==> config.mk <==
export PLATFORM = sky130hd
export DESIGN_NAME = systolic_feeder
export DESIGN_NICKNAME = d
export VERILOG_FILES = /design/src/rtl/systolic_pkg.sv /design/src/rtl/skew_delay.sv /design/src/rtl/systolic_feeder.sv
export SDC_FILE = /design/constraint.sdc
export NUM_CORES = 1
export LEC_CHECK = 0
export BUFFER_PORTS_ARGS = -buffer_cell sky130_fd_sc_hd__buf_4
export CELL_PAD_IN_SITES_DETAIL_PLACEMENT = 0
export CELL_PAD_IN_SITES_GLOBAL_PLACEMENT = 1
export CORE_ASPECT_RATIO = 1.5
export CORE_MARGIN = 5
export CORE_UTILIZATION = 43
export DETAILED_ROUTE_END_ITERATION = 8
export GPL_ROUTABILITY_DRIVEN = 0
export PLACE_DENSITY = 0.81
export SYNTH_ARGS = -nofsm -noshare
export SYNTH_HDL_FRONTEND = slang
export SYNTH_HIERARCHICAL = 1
export SYNTH_SLANG_ARGS = --single-unit
==> constraint.sdc <==
create_clock -name clk -period 1.9 [get_ports clk]
set_input_delay 0.285 -clock clk [delete_from_list [all_inputs] [get_ports clk]]
set_output_delay 0.285 -clock clk [all_outputs]
set_load 0.005 [all_outputs]
==> src/rtl/systolic_pkg.sv <==
// systolic_pkg: shared array geometry and feeder state encoding
package systolic_pkg;
  localparam int WIDTH = 8;
  localparam int N = 4;
  typedef enum logic [2:0] {IDLE, W_FILL, W_SHIFT, STREAM, DRAIN} state_t;
endpackage

==> src/rtl/skew_delay.sv <==
// skew_delay: DEPTH-cycle data+valid delay line used to skew rows and tag results
module skew_delay #(
  parameter int W = 8,
  parameter int DEPTH = 1
) (
  input  logic         clk,
  input  logic         rst_n,
  input  logic [W-1:0] i_data,
  input  logic         i_valid,
  output logic [W-1:0] o_data,
  output logic         o_valid
);
  if (DEPTH == 0) begin : g_pass
    logic w_unused_clk;
    assign w_unused_clk = clk ^ rst_n;
    assign o_data = i_data;
    assign o_valid = i_valid;
  end else begin : g_pipe
    logic [W-1:0]     r_d [DEPTH];
    logic [DEPTH-1:0] r_v;
    // shift data and valid one stage per cycle
    always_ff @(posedge clk or negedge rst_n)
      if (!rst_n) begin
        for (int i = 0; i < DEPTH; i++) r_d[i] <= '0;
        r_v <= '0;
      end else begin
        r_d[0] <= i_data;
        r_v[0] <= i_valid;
        for (int i = 1; i < DEPTH; i++) begin
          r_d[i] <= r_d[i-1];
          r_v[i] <= r_v[i-1];
        end
      end
    assign o_data = r_d[DEPTH-1];
    assign o_valid = r_v[DEPTH-1];
  end
endmodule

==> src/rtl/systolic_feeder.sv <==
// systolic_feeder: buffers a weight tile, shifts it into the array, then streams skewed feature vectors
module systolic_feeder
  import systolic_pkg::*;
#(
  parameter int WIDTH = systolic_pkg::WIDTH,
  parameter int N = systolic_pkg::N
) (
  input  logic               clk,
  input  logic               rst_n,
  input  logic               start,
  input  logic [15:0]        num_vec,
  input  logic               w_valid,
  output logic               w_ready,
  input  logic [N*WIDTH-1:0] w_row,
  input  logic               f_valid,
  output logic               f_ready,
  input  logic [N*WIDTH-1:0] f_vec,
  output logic               ctrl,
  output logic [N*WIDTH-1:0] pe_in,
  output logic [N*WIDTH-1:0] feat_out,
  output logic [N-1:0]       in_en,
  output logic [N-1:0]       res_valid,
  output logic               busy,
  output logic               done
);
  localparam int RW = (N > 1) ? $clog2(N) : 1;
  localparam int CW = $clog2(2 * N);
  state_t             r_state;
  logic [RW-1:0]      r_row;
  logic [CW-1:0]      r_cnt;
  logic [15:0]        r_left;
  logic [N*WIDTH-1:0] r_buf [N];
  logic [N*WIDTH-1:0] r_pe_in;
  logic [N*WIDTH-1:0] r_s0;
  logic               r_s0v;
  logic               r_ctrl;
  logic               r_busy;
  logic               r_done;
  logic               w_acc;
  logic [N-1:0]       w_unused_res;
  assign w_ready = r_state == W_FILL;
  assign f_ready = r_state == STREAM;
  assign w_acc = f_valid && f_ready;
  assign ctrl = r_ctrl;
  assign pe_in = r_pe_in;
  assign busy = r_busy;
  assign done = r_done;
  // job sequencing: fill buffer, shift weights last row first, stream, drain, report done
  always_ff @(posedge clk or negedge rst_n)
    if (!rst_n) begin
      r_state <= IDLE;
      r_row <= '0;
      r_cnt <= '0;
      r_left <= '0;
      for (int i = 0; i < N; i++) r_buf[i] <= '0;
      r_pe_in <= '0;
      r_ctrl <= 1'b0;
      r_busy <= 1'b0;
      r_done <= 1'b0;
    end else begin
      r_ctrl <= 1'b0;
      r_pe_in <= '0;
      r_done <= 1'b0;
      case (r_state)
        IDLE: if (start) begin
          r_state <= W_FILL;
          r_busy <= 1'b1;
          r_row <= '0;
          r_cnt <= '0;
          r_left <= num_vec;
        end
        W_FILL: if (w_valid) begin
          r_buf[r_row] <= w_row;
          r_row <= r_row + 1'b1;
          if (r_row == RW'(N - 1)) begin
            r_state <= W_SHIFT;
            r_row <= '0;
          end
        end
        W_SHIFT: begin
          r_ctrl <= 1'b1;
          r_pe_in <= r_buf[RW'(N - 1) - r_row];
          r_row <= r_row + 1'b1;
          if (r_row == RW'(N - 1)) begin
            r_row <= '0;
            r_state <= (r_left != 16'd0) ? STREAM : DRAIN;
          end
        end
        STREAM: if (f_valid) begin
          r_left <= r_left - 16'd1;
          if (r_left == 16'd1) r_state <= DRAIN;
        end
        DRAIN: begin
          r_cnt <= r_cnt + 1'b1;
          if (r_cnt == CW'(2 * N - 1)) begin
            r_state <= IDLE;
            r_busy <= 1'b0;
            r_done <= 1'b1;
          end
        end
        default: r_state <= IDLE;
      endcase
    end
  // first skew stage: accepted vector or a zero bubble
  always_ff @(posedge clk or negedge rst_n)
    if (!rst_n) begin
      r_s0 <= '0;
      r_s0v <= 1'b0;
    end else begin
      r_s0 <= w_acc ? f_vec : '0;
      r_s0v <= w_acc;
    end
  for (genvar r = 0; r < N; r++) begin : g_row
    skew_delay #(.W(WIDTH), .DEPTH(r)) u_row (
      .clk(clk),
      .rst_n(rst_n),
      .i_data(r_s0[r*WIDTH +: WIDTH]),
      .i_valid(r_s0v),
      .o_data(feat_out[r*WIDTH +: WIDTH]),
      .o_valid(in_en[r])
    );
  end
  for (genvar c = 0; c < N; c++) begin : g_res
    skew_delay #(.W(1), .DEPTH(N + c)) u_res (
      .clk(clk),
      .rst_n(rst_n),
      .i_data(1'b0),
      .i_valid(r_s0v),
      .o_data(w_unused_res[c]),
      .o_valid(res_valid[c])
    );
  end
endmodule

## Yosys cells after proc, flatten, opt, wreduce, memory -nomap -nowiden

Index checks and enable logic that the tools add are counted.

| storage, ports and cells | value |
|---|---|
| logic and storage cells | 95 |
| bits in registers | 296 |
| input bits | 85 |
| output and inout port bits | 77 |

| cells by class | value |
|---|---|
| equality and inequality tests | 14 |
| reductions and logical operators | 13 |
| bitwise operators | 2 |
| multiplexer cells | 32 |
| $add $sub $neg | 4 |
| order comparisons | 3 |

Operator list:

| operator | count |
|---|---|
| two-way mux 32 bit | 5 |
| bitwise mux 128 bit | 1 |
| binary-select mux 32 bit (select 2 bit) | 1 |
| demux 32 bit (select 2 bit) | 1 |
| two-way mux 16 bit | 2 |
| case mux 16 bit (2 select lines) | 1 |
| two-way mux 3 bit | 9 |
| equality test 16 x 1 -> 1 bit, second input constant | 1 |
| nonzero test 16 bit | 1 |
| subtractor 16 x 1 -> 16 bit, second input constant | 1 |
| case mux 3 bit (5 select lines) | 1 |
| != test 2 bit, second input constant | 5 |
| AND reduction 3 bit | 3 |
| AND reduction 7 bit | 1 |
| equality test 3 x 2 -> 1 bit, second input constant | 2 |
| equality test 3 bit, second input constant | 2 |
| greater-or-equal comparator 3 bit, second input constant | 2 |
| two-way mux 2 bit | 3 |
| inverter 2 -> 3 bit | 2 |
| case mux 2 bit (3 select lines) | 1 |
| case mux 3 bit (2 select lines) | 1 |
| two-way mux 1 bit | 5 |
| != test 2 x 1 -> 1 bit, second input constant | 2 |
| AND reduction 2 bit | 2 |
| other kinds (11) | 13 |

## Longest topological paths before layout

Gate-level depths: netlist of the first run.

| logic depth | value |
|---|---|
| depth in word-level cells | 6 |
| depth in mapped cells | 9 |
| gate-level depth less buffers | 7 |

## Cells and area by module

Netlist of the first run, hierarchy kept.

Modules (own cells, without submodules):

| module | instances | cells an instance | area each (um^2) |
|---|---|---|---|
| systolic_feeder | 1 | 655 | 9275.1 |
| skew_delay at g_row[3].u_row | 1 | 35 | 735.7 |
| skew_delay at g_row[2].u_row | 1 | 26 | 510.5 |
| skew_delay at g_res[3].u_res | 1 | 14 | 350.3 |
| skew_delay at g_res[2].u_res | 1 | 12 | 300.3 |
| skew_delay at g_res[1].u_res | 1 | 10 | 250.2 |
| skew_delay at g_row[1].u_row | 1 | 9 | 225.2 |
| skew_delay at g_res[0].u_res | 1 | 8 | 200.2 |
| skew_delay at g_row[0].u_row | 1 | 9 | 67.6 |

## Worst setup path before layout of the first run

OpenSTA, ideal clock, no wires.

| timing | value |
|---|---|
| kind | register -> register |
| from | register r_row[1] |
| to | register r_buf[100] in the netlist's numbering |
| arrival time | 1.898 ns |
| cell stages (with the launch flop) | 8 |
| library setup time | 0.125 ns |
| path buffers | 3 |
| setup slack | -0.122 ns |
| clock period less this slack | 2.022 ns |
| cells stage by stage | dfrtp_1 clkbuf_1 clkbuf_1 inv_1 ha_1 nand2_1 buf_2 mux2_2 |

| between the ends | value |
|---|---|
| word-level cells in the longest chain between the ends | 6 |
| elaborated cells on any way between the ends | 7 |
| classes of those cells | order compare (2); mux (3); bitwise (1); reduce/logical (1) |

RTL lines:

| element | RTL line | source |
|---|---|---|
| start, declared | systolic_feeder.sv:29 | `logic [RW-1:0] r_row;` |
| start signal, assigned | systolic_feeder.sv:74 | `r_row <= r_row + 1'b1;` |
| start signal, assigned | systolic_feeder.sv:83 | `r_row <= r_row + 1'b1;` |
| inverter 2 -> 3 bit (not written as such) * | systolic_feeder.sv:73 | `r_buf[r_row] <= w_row;` |
| greater-or-equal comparator 3 bit (not written as such) / < comparator 3 x 1 -> 1 bit (equally long branches) | systolic_feeder.sv:73 |  |
| logical AND 1 bit (not written as such) | systolic_feeder.sv:73 |  |
| two-way mux 32 bit (not written as such) | systolic_feeder.sv:73 |  |
| demux 32 bit (select 2 bit) * | systolic_feeder.sv:73 |  |
| bitwise mux 128 bit * | systolic_feeder.sv:73 |  |
| end signal, assigned by index | systolic_feeder.sv:73 |  |
| end, declared | systolic_feeder.sv:32 | `logic [N*WIDTH-1:0] r_buf [N];` |

Mark *: on every way between the ends. The rest lies on a longest branch, timed or not.
A chain may end at the register's enable or synchronous reset.

## Final worst setup path of the first run

| timing | value |
|---|---|
| from | register r_left[9] |
| to | register r_state[0] |

| between the ends | value |
|---|---|
| word-level cells in the longest chain between the ends | 4 |
| elaborated cells on any way between the ends | 7 |
| classes of those cells | eq/ne (2); mux (3); reduce/logical (2) |

RTL lines:

| element | RTL line | source |
|---|---|---|
| start, declared | systolic_feeder.sv:31 | `logic [15:0] r_left;` |
| start signal, assigned | systolic_feeder.sv:70 | `r_left <= num_vec;` |
| start signal, assigned | systolic_feeder.sv:90 | `r_left <= r_left - 16'd1;` |
| nonzero test 16 bit | systolic_feeder.sv:86 | `r_state <= (r_left != 16'd0) ? STREAM : DRAIN;` |
| two-way mux 3 bit | systolic_feeder.sv:86 |  |
| two-way mux 3 bit | systolic_feeder.sv:84 | `if (r_row == RW'(N - 1)) begin` |
| case mux 3 bit (5 select lines) | systolic_feeder.sv:64 | `case (r_state)` |
| end signal, assigned | systolic_feeder.sv:86 |  |
| end, declared | systolic_feeder.sv:28 | `state_t r_state;` |

Parallel ways exist; a longest one is shown, timed or not. The select of a mux whose other input is x is not followed.

==> impl_metrics.env, run 1 <==
export IMPL_cts_tree="yes"
export IMPL_clk_pin_slew_worst_paths_ns=0.06
export IMPL_relSlewSlack_pct=65.0
export IMPL_cts_buffers=27
export IMPL_grt_pass1_vias=7467
export IMPL_worst_pin_slew_ns=0.526
export IMPL_routed_wl_um=23400
export IMPL_fin_ws_ns=-0.0239
export IMPL_cts_root_buf="clkbuf_16"
export IMPL_critPathMaxFanout=5
export IMPL_htreeDepth=1
export IMPL_hold_path_class="in2reg"
export IMPL_wl_met3_um=1320
export IMPL_grt_max_degree=71
export IMPL_p_seq_share_pct=43.0
export IMPL_min_period_ns=1.92
export IMPL_fin_crit_sh_pct=101
export IMPL_violations="setup timing"
export IMPL_initial_core_util_pct=43.2
export IMPL_antenna_left=0
export IMPL_placementRows=73
export IMPL_viasPerCell=5.03
export IMPL_routed_via_count=6836
export IMPL_die_w_um=143
export IMPL_core_mm2=0.0263
export IMPL_area_growth_pct=30.6
export IMPL_seqCellArea_mm2=0.00741
export IMPL_switching_share_pct=27.5
export IMPL_multi_input_area_mm2=0.00359
export IMPL_first_pass_iters=4
export IMPL_ios=162
export IMPL_remaining_drc_errors=0
export IMPL_grt_first_pass_wirelength_um=38800
export IMPL_status="finished with violations"
export IMPL_clock_path_buffers=3
export IMPL_top_layer="met4"
export IMPL_postSynthAreaPerCell_um2=15.0
export IMPL_cp_arrival_ns=2.33
export IMPL_hold_viol_final=0
export IMPL_power_density_mw_per_mm2=1470
export IMPL_fmax_ghz=0.520
export IMPL_p_clk_share_pct=24.9
export IMPL_rsz0062_at_grt="true"
export IMPL_worstSetupPathType="reg2reg"
export IMPL_nets=1097
export IMPL_critical_path_required_ns=2.31
export IMPL_drv_cap=0
export IMPL_power_leakage_uw=0.00716
export IMPL_worst_setup_path_end_kind="flip-flop"
export IMPL_clk_insertion_delay_late_ns=0.53
export IMPL_fp_dieArea_mm2=0.0298
export IMPL_numClockSinks=296
export IMPL_final_max_slew_viol_count=0
export IMPL_antenna_found_initial=1
export IMPL_whs_path_depth=2
export IMPL_synth_cells=755
export IMPL_hpwl_um=14500
export IMPL_m1WireLength_um=9240
export IMPL_tns_ns=-0.0239
export IMPL_final_util_pct=56.4
export IMPL_ys_warn_count=6
export IMPL_power_internal_uw=15800
export IMPL_grt_ovfl_total=0
export IMPL_portBuffers=161
export IMPL_p_switching_uw=6010
export IMPL_drtIter0Drc=295
export IMPL_met2WireLength_um=12400
export IMPL_fillCellCount=2092
export IMPL_syn_area_mm2=0.0114
export IMPL_clock_skew_ns=0.0109
export IMPL_track_usage_pct=16.1
export IMPL_wl_per_cell_um=17.3
export IMPL_reg2reg_depth=5
export IMPL_peakVddDrop_mv=0.759
export IMPL_combPwrFrac_pct=32.1
export IMPL_worstSetupStartpointType="flip-flop"
export IMPL_die_y_um=209
export IMPL_drive_gt1_share_pct=43.4
export IMPL_setup_viol=1
export IMPL_syn_nets=849
==> worst paths after layout <==
kind	from	end	slack [ns]
worst max-delay path	r_left[9]	r_state[0]	-0.02
worst min-delay path	w_row[20]	r_buf[20]	0.03
worst max register to register	r_left[9]	r_state[0]	-0.02
worst min register to register	g_res[3].u_res/g_pipe.r_v[2]	g_res[3].u_res/g_pipe.r_v[3]	0.35
max in group asynchronous	rst_n	g_row[3].u_row/g_pipe.r_d[8]	0.88
min in group asynchronous	rst_n	r_s0[2]	0.31
==> placed cells by master (no fill, tap or decap), drive strengths merged, types with 9 or more instances in the layout <==
master / n
mux2: 128
clkbuf: 37
and3: 35
a21oi: 24
nand2: 23
buf: 220
inv: 11
ha: 9
nor2b: 33
mux4: 32
nand3: 18
dlygate4sd3: 61
nor2: 17
dfrtp: 296
o21ai: 14
==> metal layers <==
metal	vias to the layer above	track usage (%)
li1	3149	-
met1	3510	19.7
met2	150	28.5
met3	27	3.14
met4	0	4.82
met5	-	0
==> flip-flops by register name (all words and copies together) (netlist names) <==
register                count
g_row.u_row/g_pipe.r_d     24
r_state                     3
r_left                     16
r_s0                       32
r_s0v                       1
r_buf                     128
pe_in                      32
done                        1
r_row                       2
g_res.u_res/g_pipe.r_v     22
g_row.u_row/o_data         24
r_cnt                       3
g_row.u_row/o_valid         1
busy                        1
ctrl                        1
g_row.u_row/g_pipe.r_v      5
==> power by group through the flow <==
stage | Clock [uW] | Sequential (uW) | Combinational [uW]
2_1_floorplan | 0 | 9240 | 4460
3_3_place_gp | 0 | 9400 | 6430
3_5_place_dp | 0 | 9510 | 6550
4_1_cts | 5610 | 9400 | 6900
5_1_grt | 5840 | 9650 | 7690
6_report | 5420 | 9390 | 7010
==> final cells by class <==
| type | count | share of cell area [%] |
|---|---|---|
| sequential | 296 | 49.9 |
| multi-input combinational | 383 | 24.2 |
| timing repair buffer | 283 | 16.7 |
| clock buffer | 36 | 5.12 |
| tap | 337 | 2.84 |
| clock inverter | 10 | 0.885 |
| inverter | 12 | 0.329 |
| antenna | 1 | 0.0169 |
==> through the flow <==
| stage | area (um^2) | hold slack (ns) | worst slack, ns | std cells | total power, uW |
|---|---|---|---|---|---|
| final | 14800 | 0.0305 | -0.0239 | 1358 | 21800 |
| after global routing | 14800 | 0.00902 | -0.0758 | 1358 | 23200 |
| after detailed placement | 13100 | 0.278 | -0.0251 | 1238 | 16100 |
| after global placement | 13100 | 0.279 | 0.0373 | 1238 | 15800 |
| after CTS | 14700 | 0.000538 | -0.0121 | 1349 | 21900 |
| after floorplan | 11400 | -0.0106 | 0.0110 | 755 | 13700 |
==> repair_timing <==
action	4_1_cts	5_1_grt
resized for setup	8	7
hold buffers	61	0
endpoints found under the setup margin	3	9
pin swaps	0	3
buffers inserted	3	7
endpoints found under the hold margin	163	0
gates cloned	1	1
==> critical path, cell delays in order (launching register included) <==
cell and delay (ns):
dfrtp_1 0.38, or4_4 0.56, nor4_4 0.18, and4b_4 0.31, a31oi_1 0.09, a221o_1 0.29
(Power assumes the default switching activity.)
==> inputs of run 2 (changes only) <==
--- a/config.mk
+++ b/config.mk
@@ -5,15 +5,17 @@
 export SDC_FILE = /design/constraint.sdc
 export NUM_CORES = 1
 export LEC_CHECK = 0
+export ABC_AREA = 1
 export BUFFER_PORTS_ARGS = -buffer_cell sky130_fd_sc_hd__buf_4
 export CELL_PAD_IN_SITES_DETAIL_PLACEMENT = 0
 export CELL_PAD_IN_SITES_GLOBAL_PLACEMENT = 1
 export CORE_ASPECT_RATIO = 1.5
 export CORE_MARGIN = 5
-export CORE_UTILIZATION = 43
+export CORE_UTILIZATION = 40
 export DETAILED_ROUTE_END_ITERATION = 8
 export GPL_ROUTABILITY_DRIVEN = 0
-export PLACE_DENSITY = 0.81
+export GPL_TIMING_DRIVEN = 0
+export PLACE_DENSITY = 0.82
 export SYNTH_ARGS = -nofsm -noshare
 export SYNTH_HDL_FRONTEND = slang
 export SYNTH_HIERARCHICAL = 1
==> impl_metrics.env, run 2 <==
export IMPL_status="complete, no violations"
export IMPL_grt_max_degree=121
export IMPL_hold_viol_final=0
export IMPL_hpwl_um=19500
export IMPL_regMostFlops="r_buf"
export IMPL_grt_pass1_vias=8994
export IMPL_numClockSinks=296
export IMPL_cts_root_buf="clkbuf_16"
export IMPL_syn_nets=1297
export IMPL_cts_tree="yes"
export IMPL_setup_viol=0
export IMPL_critPathMaxFanout=5
export IMPL_first_pass_iters=5
export IMPL_routed_wl_um=28200
export IMPL_core_mm2=0.0281
export IMPL_initial_core_util_pct=40.7
export IMPL_track_usage_pct=17.9
export IMPL_worstSetupStartpointType="flip-flop"
export IMPL_nets=1535
export IMPL_die_y_um=217
export IMPL_clk_pin_slew_worst_paths_ns=0.06
export IMPL_worst_setup_path_end_kind="output port"
export IMPL_wl_per_cell_um=15.6
export IMPL_drtIter0Drc=448
export IMPL_drive_gt1_share_pct=20.4
export IMPL_area_growth_pct=29.4
export IMPL_synth_cells=1203
export IMPL_syn_area_mm2=0.0114
export IMPL_antenna_found_initial=1
export IMPL_ys_warn_count=6
export IMPL_htreeDepth=1
export IMPL_fmax_ghz=0.543
export IMPL_peakVddDrop_mv=0.715
export IMPL_worst_pin_slew_ns=0.641
export IMPL_power_density_mw_per_mm2=1460
export IMPL_portBuffers=160
export IMPL_die_w_um=148
export IMPL_placementRows=75
export IMPL_min_period_ns=1.84
export IMPL_relSlewSlack_pct=57.3
export IMPL_ios=162
export IMPL_seqCellArea_mm2=0.00741
export IMPL_critical_path_required_ns=1.62
export IMPL_cp_arrival_ns=1.56
export IMPL_antenna_cells=0
export IMPL_antenna_left=0
export IMPL_power_uw=21600
export IMPL_layout_common_cells="dfrtp_1 (292), nand2_1 (222), nor2_1 (209), o21ai_0 (206), buf_4 (195)"
export IMPL_largest_register_ffs=128
export IMPL_clock_path_buffers=3
export IMPL_hold_path_class="in2reg"
export IMPL_final_max_slew_viol_count=0
export IMPL_viasPerCell=4.81
export IMPL_remaining_drc_errors=0
export IMPL_worstSetupPathType="reg2out"
export IMPL_fp_dieArea_mm2=0.0321
export IMPL_grt_ovfl_total=0
export IMPL_cts_buffers=29
export IMPL_tns_ns=0
export IMPL_drv_cap=0
export IMPL_fin_crit_sh_pct=96.9
export IMPL_grt_first_pass_wirelength_um=46600
export IMPL_routed_via_count=8693
export IMPL_postSynthAreaPerCell_um2=9.48
export IMPL_final_common_cell="dfrtp_1"
export IMPL_clk_insertion_delay_late_ns=0.56
export IMPL_fillCellCount=2515
export IMPL_power_leakage_uw=0.00760
export IMPL_clock_skew_ns=0.0128
export IMPL_multi_input_area_mm2=0.00327
run 2: changes by cell type in the layout (fill, tap and decap cells not counted), sizes merged, moves of 35 or more:
| cell | change |
|---|---|
| mux2 | -128 |
| o21ai | +195 |
| nor2 | +193 |
| and3 | -35 |
| nand2 | +199 |
| inv | +88 |
run 2: worst max-delay path, stage by stage (launching register included):
cell and delay (ns):
dfrtp_2 0.42, buf_6 0.14, nor3_4 0.19, buf_12 0.14
buf_6 0.10
run 2: area by class of cell:
class,count,area share (%)
buffer,81,3.62
clock buffer,36,5.44
clock inverter,16,1.41
inverter,98,2.52
multi-input combinational,726,22.1
sequential,296,50.2
tap,346,2.93
timing repair buffer,209,11.7
run 2: path summary, 6_finish.rpt:
| path | cells past startpoint | from | slack, ns | end |
|---|---|---|---|---|
| max in group asynchronous | 3 | rst_n | 0.64 | r_buf[15] |
| min in group asynchronous | 2 | rst_n | 0.27 | r_buf[6] |
| max | 4 | r_state[2] | 0.06 | w_ready |
| min reg2reg | 0 | r_s0[29] | 0.34 | g_row[3].u_row/g_pipe.r_d[21] |
| min | 3 | w_row[25] | 0.04 | r_buf[25] |
| max reg2reg | 8 | r_row[1] | 0.09 | r_buf[88] |
run 2: power by group:
group	total [uW]	switching (uW)	internal, uW
clock	6020	2470	3550
sequential	9220	1010	8210
combinational	6340	3770	2570
run 2: metal layers:
layer / vias up / GRT usage [%] / share of wire, %
li1: 4243 / - / -
met1: 4213 / 20.3 / 37
met2: 193 / 33.9 / 55
met3: 42 / 3.64 / 5.5
met4: 2 / 4.81 / 2.0
met5: - / 0 / 0.025
run 2: stage by stage:
step,setup slack (ns),instances,hold slack (ns),utilization [%],area (um^2)
floorplan,0.0832,1203,-0.0106,-,11400
global placement,-2.00,1709,0.332,46.5,13000
detailed placement,-0.750,1711,0.271,46.7,13100
CTS,0.00254,1805,0.0139,52.4,14700
global route,-0.0107,1808,0.0308,52.6,14800
finish,0.0593,1808,0.0356,52.6,14800
run 2: repair_timing:
action,CTS,global route
gates resized for setup,61,35
setup endpoints to repair,165,123
hold buffers,37,0
setup buffers,6,4
pin swaps,2,2
endpoints found under the hold margin,97,0
